**src/rtl/wb_result_sel.sv**
```systemverilog
`default_nettype none
// ============================================================================
//  Module      : wb_result_sel
//  Description : Write-back result selector. Picks one of NUM_SRC result
//                sources, aligns and extends load data on the memory source,
//                flags illegal beats and registers the result behind a
//                2-entry valid/ready skid buffer.
//  Revision    : 1.0  - initial release
// ============================================================================
module wb_result_sel #(
  parameter int XLEN    = 32,
  parameter int NUM_SRC = 4,
  parameter int SEL_W   = 3,
  parameter int MEM_IDX = 1
) (
  input  logic                    clk,
  input  logic                    rst_n,
  input  logic                    in_valid,
  output logic                    in_ready,
  input  logic [SEL_W-1:0]        sel,
  input  logic [NUM_SRC*XLEN-1:0] src_data,
  input  logic [2:0]              funct3,
  input  logic [1:0]              addr_lo,
  input  logic [4:0]              rd_in,
  input  logic                    we_in,
  output logic                    out_valid,
  input  logic                    out_ready,
  output logic [XLEN-1:0]         out_data,
  output logic [4:0]              out_rd,
  output logic                    out_we,
  output logic                    err
);

  localparam logic [2:0] c_f3_lb  = 3'b000;
  localparam logic [2:0] c_f3_lh  = 3'b001;
  localparam logic [2:0] c_f3_lw  = 3'b010;
  localparam logic [2:0] c_f3_lbu = 3'b100;
  localparam logic [2:0] c_f3_lhu = 3'b101;

  // Stored beat layout: {data, rd, we, err}
  localparam int BEAT_W = XLEN + 7;

  logic [XLEN-1:0]   w_sel_data;
  logic              w_sel_hit;
  logic              w_is_mem;
  logic [XLEN-1:0]   w_mem_word;
  logic [7:0]        w_byte;
  logic [15:0]       w_half;
  logic [XLEN-1:0]   w_load_data;
  logic              w_load_err;
  logic              w_err;
  logic              w_we;
  logic [XLEN-1:0]   w_res_data;
  logic [BEAT_W-1:0] w_beat;
  logic              w_accept;

  logic [BEAT_W-1:0] main_q, main_d;
  logic              main_valid_q, main_valid_d;
  logic [BEAT_W-1:0] skid_q, skid_d;
  logic              skid_valid_q, skid_valid_d;
  logic              in_ready_q, in_ready_d;

  // Source mux; a select with no matching source is an illegal beat
  always_comb begin
    w_sel_data = '0;
    w_sel_hit  = 1'b0;
    for (int k = 0; k < NUM_SRC; k++) begin
      if (sel == SEL_W'(k)) begin
        w_sel_data = src_data[k*XLEN +: XLEN];
        w_sel_hit  = 1'b1;
      end
    end
  end

  assign w_is_mem   = (sel == SEL_W'(MEM_IDX));
  assign w_mem_word = src_data[MEM_IDX*XLEN +: XLEN];
  assign w_byte     = w_mem_word[{addr_lo, 3'b000} +: 8];
  assign w_half     = w_mem_word[{addr_lo[1], 4'b0000} +: 16];

  // Load alignment and sign/zero extension, with misalignment/funct3 checks
  always_comb begin
    w_load_data = '0;
    w_load_err  = 1'b0;
    case (funct3)
      c_f3_lb:  w_load_data = {{(XLEN-8){w_byte[7]}}, w_byte};
      c_f3_lbu: w_load_data = {{(XLEN-8){1'b0}}, w_byte};
      c_f3_lh: begin
        w_load_data = {{(XLEN-16){w_half[15]}}, w_half};
        w_load_err  = addr_lo[0];
      end
      c_f3_lhu: begin
        w_load_data = {{(XLEN-16){1'b0}}, w_half};
        w_load_err  = addr_lo[0];
      end
      c_f3_lw: begin
        w_load_data = w_mem_word;
        w_load_err  = (addr_lo != 2'b00);
      end
      default: w_load_err = 1'b1;
    endcase
  end

  // An erroring beat carries zero data and never writes the register file
  assign w_err      = !w_sel_hit || (w_is_mem && w_load_err);
  assign w_res_data = w_err ? '0 : (w_is_mem ? w_load_data : w_sel_data);
  assign w_we       = we_in && !w_err && (rd_in != 5'd0);
  assign w_beat     = {w_res_data, rd_in, w_we, w_err};
  assign w_accept   = in_valid && in_ready_q;

  // Skid-buffer next state: skid drains first, so beat order is preserved
  always_comb begin
    main_d       = main_q;
    main_valid_d = main_valid_q;
    skid_d       = skid_q;
    skid_valid_d = skid_valid_q;
    if (skid_valid_q) begin
      if (out_ready) begin
        main_d       = skid_q;
        skid_valid_d = 1'b0;
      end
    end else if (w_accept) begin
      if (!main_valid_q || out_ready) begin
        main_d       = w_beat;
        main_valid_d = 1'b1;
      end else begin
        skid_d       = w_beat;
        skid_valid_d = 1'b1;
      end
    end else if (main_valid_q && out_ready) begin
      main_valid_d = 1'b0;
    end
    in_ready_d = !skid_valid_d;
  end

  // State registers; in_ready is a flop so out_ready never reaches it combinationally
  always_ff @(posedge clk) begin
    if (!rst_n) begin
      main_q       <= '0;
      main_valid_q <= 1'b0;
      skid_q       <= '0;
      skid_valid_q <= 1'b0;
      in_ready_q   <= 1'b0;
    end else begin
      main_q       <= main_d;
      main_valid_q <= main_valid_d;
      skid_q       <= skid_d;
      skid_valid_q <= skid_valid_d;
      in_ready_q   <= in_ready_d;
    end
  end

  assign in_ready  = in_ready_q;
  assign out_valid = main_valid_q;
  assign out_data  = main_q[BEAT_W-1 -: XLEN];
  assign out_rd    = main_q[6:2];
  assign out_we    = main_q[1];
  assign err       = main_q[0];

endmodule
`default_nettype wire

```
**config.mk**
```make
export PLATFORM = sky130hd
export DESIGN_NAME = wb_result_sel
export DESIGN_NICKNAME = d
export VERILOG_FILES = /design/src/rtl/wb_result_sel.sv
export SDC_FILE = /design/constraint.sdc
export NUM_CORES = 1
export LEC_CHECK = 0
export BUFFER_PORTS_ARGS = -buffer_cell sky130_fd_sc_hd__buf_2
export CAP_MARGIN = 10
export CORE_MARGIN = 4
export CORE_UTILIZATION = 53
export DETAILED_ROUTE_END_ITERATION = 8
export GPL_TIMING_DRIVEN = 0
export PLACE_DENSITY = 0.85
export SYNTH_ARGS = -nofsm -noshare
export SYNTH_HDL_FRONTEND = slang
export SYNTH_SLANG_ARGS = --single-unit
```
**constraint.sdc**
```tcl
create_clock -name clk -period 3.37 [get_ports clk]
set_input_delay 0.337 -clock clk [delete_from_list [all_inputs] [get_ports clk]]
set_output_delay 0.337 -clock clk [all_outputs]
set_load 0.1 [all_outputs]
```
Word level (Yosys, flattened, before mapping). Cells that the tools add are included.

Shift-type cells: 2. Equal/unequal tests: 9. Reductions and logical operators: 23. Bitwise logic cells: 2. $add $sub $neg: 0. Multiplexer cells: 22. Magnitude comparators: 0. Divide/modulo/power cells: 0. Multiply operators: 0.

Operators with widths (count): two-way mux 32 bit (5); case mux 32 bit (5 select lines) (1); two-way mux 39 bit (4); variable part select 32 x 6 -> 16 bit (1); variable part select 32 x 6 -> 8 bit (1); two-way mux 1 bit (11); == test 3 x 2 -> 1 bit (second input constant) (3); AND reduction 3 bit (3); nonzero test 2 bit (4); == test 3 x 1 -> 1 bit (second input constant) (2); == test 3 bit (second input constant) (2); logical NOT 3 bit (2); logical AND 1 bit (5); nonzero test 5 bit (1); logical NOT 1 bit (4); OR reduction 2 bit (2); case mux 1 bit (3 select lines) (1); logical OR 1 bit (2); != test 2 x 1 -> 1 bit (second input constant) (1); != test 2 bit (second input constant) (1); NOT 1 bit (2).

Latch bits: 0. Input bits: 146. Register bits after elaboration: 81. Logic and storage cells: 63. Output and inout bits: 41. ROM bits: 0. Memories kept: 0. Bits in writable memories: 0.

Logic depth before layout (Yosys ltp).
Depth in word-level cells: 13. Mapped depth: 8. Mapped depth without buffers: 5.

Least setup slack after synthesis. Ideal clock, no wire load.

Path kind: register to register. Start point: register in_ready_q (netlist: in_ready). End point: register main_q[25]. Arrival: 2.240 ns. Path slack: 0.993 ns. Data required time: 3.234 ns. Path buffers: 3. Cell stages (with the launch flop): 7. Cells stage by stage: dfxtp_1 > and2_1 > o22a_1 > clkbuf_1 > clkbuf_1 > clkbuf_1 > a31oi_1.

Longest elaborated chain between the ends: 3.

Ends and longest elaborated chain: start: declaration (RTL line 61) `logic in_ready_q, in_ready_d;`; start signal: assignment (RTL line 148) `in_ready_q <= in_ready_d;`; logical AND 1 bit (RTL line 108) `assign w_accept = in_valid && in_ready_q;`; nonzero test 2 bit (no line); AND reduction 3 bit (no line); end signal: assignment (RTL line 144) `main_q <= main_d;`; end: declaration (RTL line 57) `logic [BEAT_W-1:0] main_q, main_d;`.

Every way passes these cells. A chain may end at the register's enable or synchronous reset.

Worst setup path in the final report.
Start point: register skid_valid_q. End point: register skid_q[16].

Longest elaborated chain between the ends: 2.

Ends and longest elaborated chain: start: declaration (RTL line 60) `logic skid_valid_q, skid_valid_d;`; start signal: assignment (RTL line 147) `skid_valid_q <= skid_valid_d;`; NOT 1 bit (no line); AND reduction 3 bit (no line); end signal: assignment (RTL line 146) `skid_q <= skid_d;`; end: declaration (RTL line 59) `logic [BEAT_W-1:0] skid_q, skid_d;`.

Every way passes these cells.

==> run metrics <==
Seq/Total Area, Yosys=34.4%; setup repair after global routing missed its margin=no; clock slew at reported path FFs=90 ps; fraction of layout cells with a size suffix above 1=29.4%; CP max FO=10; CTS root buf=clkbuf_8; CP arrival=2570 ps; htree depth=3; slowest cell on the critical path=nor4b_2; P&R area growth vs syn=26.8%; layout net count=934; Worst path top cell family by delay=simple AND/OR/NAND/NOR gates; first-pass GRT wire length=28.2 mm; WS Path Type=register to register; drt pass-1 iters=8; Yosys cell types=43; syn_nets=740; Clock Sinks=81; Hold Fails Final Rpt=0; Diodes inserted=0; clock power share=30.1%; CTS tree=built; Antenna Nets Post-Route=0; Reg power frac=40.2%; row cnt=34; GP Congestion=0.991; outcome=completed; Die X=102 um; Setup TNS Final=0 ps; P_int=1.58 mW; Crit. End Element=register; Lkg Pwr=2.61 nW; final wirelength=18.4 mm; final-report setup violation count=0; FF/Latch Area=1620 um2; largest net degree at the start of global routing=16; fin crit share=68.1%; number of synthesized register bits=81; combinational power share=29.7%; Detail Placement HPWL=14.4 mm; CTS resizes=0; Max Cap Viol=0; I/O Buffers=183; post-CTS setup buffers=0; wire per inst=20.4 um; initial antenna violation count=0; grt total ovfl=0; Slew Limit Fails=0; fmax=436 MHz; switching power=0.951 mW; # IOs=187; Ys Warns=0; asr flop ratio synth=0%; Synth Instances=594; Buffers & Inverters on Critical Path=2; drt initial violations=453; Critical Path Start Type=register; VDD IR max=0.208 mV; clk_lat worst skew=360 ps; total clock buffers created by CTS=9; Finished Core Util=68.9%; WP data required=3650 ps; measured slew at the worst slew-check pin=819 ps; syn avg cell area=7.94 um2; Slew Limit Headroom=45.3%; detailed-route via count=5701; Clock Tree Buf Depth=2; Die Outline Area=10500 um2; Mapped Area=4720 um2; Core ar.=8680 um2; Starting Density=54.4%; CP Cell Sequence=buf_2 -> nor4b_2 -> nand3_1 -> clkbuf_1 -> o21ai_0; Pwr Total=2.53 mW; commonest non-fill, non-tap cell in the layout=buf_2; area of the multi-input gates=2830 um2; gr usage total=34.8%; Synth Flop Type=dfxtp_1; die span in y=102 um; Worst Skew=9.60 ps; Filler cells=722; crit path time final=2300 ps; DRC violations left=0; most frequent cells in the layout=buf_2, nand2_1, dfxtp_1; sw frac=37.6%; type of the tightest min-delay check=primary input to register; PwrDens=423 nW/um2; Worst Hold Margin=244 ps; Hold Buf Count CTS=0; vias in the first global route=5462; Worst path max stage delay=700 ps; Post-synth EDFFs=0; Via density=6.33
==> routing by layer <==
layer | vias to the layer above | track usage [%] | wire [um]
li1 | 2595 | - | -
met1 | 2647 | 46.0 | 7250
met2 | 403 | 56.3 | 8580
met3 | 56 | 7.30 | 1980
met4 | 0 | 12.6 | 555
met5 | - | 0 | 0
==> power groups by stage <==
stage	Sequential [mW]	Combinational [mW]	Clock, mW
floorplan	1.29	0.257	0
CTS	1.02	0.739	0.756
global placement	1.04	0.728	0
detailed placement	1.04	0.736	0
finish	1.02	0.751	0.762
global route	1.02	0.792	0.802
==> worst register-to-register path, stage by stage, from the launching register on <==
cell	delay, ps
dfxtp_1	300
buf_2	150
nor4b_2	700
nand3_1	450
clkbuf_1	370
o21ai_0	250
==> layout make-up <==
| cell class | instances | area share [%] |
|---|---|---|
| clock inverters | 6 | 1.23 |
| plain buffers | 54 | 3.91 |
| repair buffers | 183 | 15.3 |
| inverters | 8 | 0.502 |
| flip-flops and latches | 81 | 27.1 |
| clock buffers | 10 | 2.30 |
| multi-input cells | 451 | 47.4 |
| well taps | 108 | 2.26 |
==> cells in the mapped netlist, types with 2 or more instances <==
| cell type | instances | area [um2] |
|---|---|---|
| a21oi_1 | 55 | 275 |
| and2_1 | 19 | 119 |
| nor2_1 | 21 | 78.8 |
| buf_6 | 2 | 22.5 |
| buf_2 | 10 | 50.1 |
| buf_1 | 4 | 15.0 |
| o21ai_0 | 30 | 150 |
| nor3b_1 | 4 | 30.0 |
| mux2i_1 | 33 | 330 |
| nand2b_1 | 2 | 12.5 |
| a22oi_1 | 14 | 105 |
| o221ai_1 | 36 | 315 |
| a31oi_1 | 17 | 106 |
| nor2b_1 | 8 | 50.1 |
| nand3b_1 | 7 | 52.6 |
| clkbuf_1 | 37 | 139 |
| nand3_1 | 21 | 105 |
| o21ai_1 | 12 | 60.1 |
| a21boi_0 | 6 | 45.0 |
| a32oi_1 | 8 | 70.1 |
| dfxtp_1 | 81 | 1620 |
| o211a_1 | 7 | 70.1 |
| nand2_1 | 95 | 357 |
| a22o_1 | 2 | 17.5 |
| mux2_2 | 18 | 203 |
| o211ai_1 | 21 | 158 |
| inv_1 | 8 | 30.0 |
==> per-stage QoR <==
step	setup WS (ps)	instances	cell area (um2)
after floorplan	993	594	4720
after global placement	802	885	5770
after detailed placement	890	885	5770
after CTS	1140	901	5980
after global routing	960	901	5980
final	1070	901	5980
==> cell families (layout without fill, tap and decap cells) <==
logic type / Yosys count / after routing / synth area share (%)
flops: 81 / 81 / 34.4
compound gates: 215 / 215 / 30.3
mux: 51 / 51 / 11.3
simple gates: 185 / 185 / 18.5
buf+inv: 62 / 261 / 5.60
==> final timing paths <==
kind	start	to	slack, ps	depth (start not counted)
max reg2reg	skid_valid_q$_SDFF_PN0_	skid_q[16]$_SDFFE_PN0P_	1070	5
min reg2reg	skid_q[18]$_SDFFE_PN0P_	skid_q[18]$_SDFFE_PN0P_	450	2
max	skid_valid_q$_SDFF_PN0_	skid_q[16]$_SDFFE_PN0P_	1070	5
min	rd_in[2]	skid_q[4]$_SDFFE_PN0P_	240	3
==> sequential cells by signal, summed over array words and instances, names as in the netlist <==
| name | flops |
|---|---|
| skid_valid_q | 1 |
| main_q | 39 |
| in_ready | 1 |
| skid_q | 39 |
| out_valid | 1 |
Power figures use the tool's default switching activity.
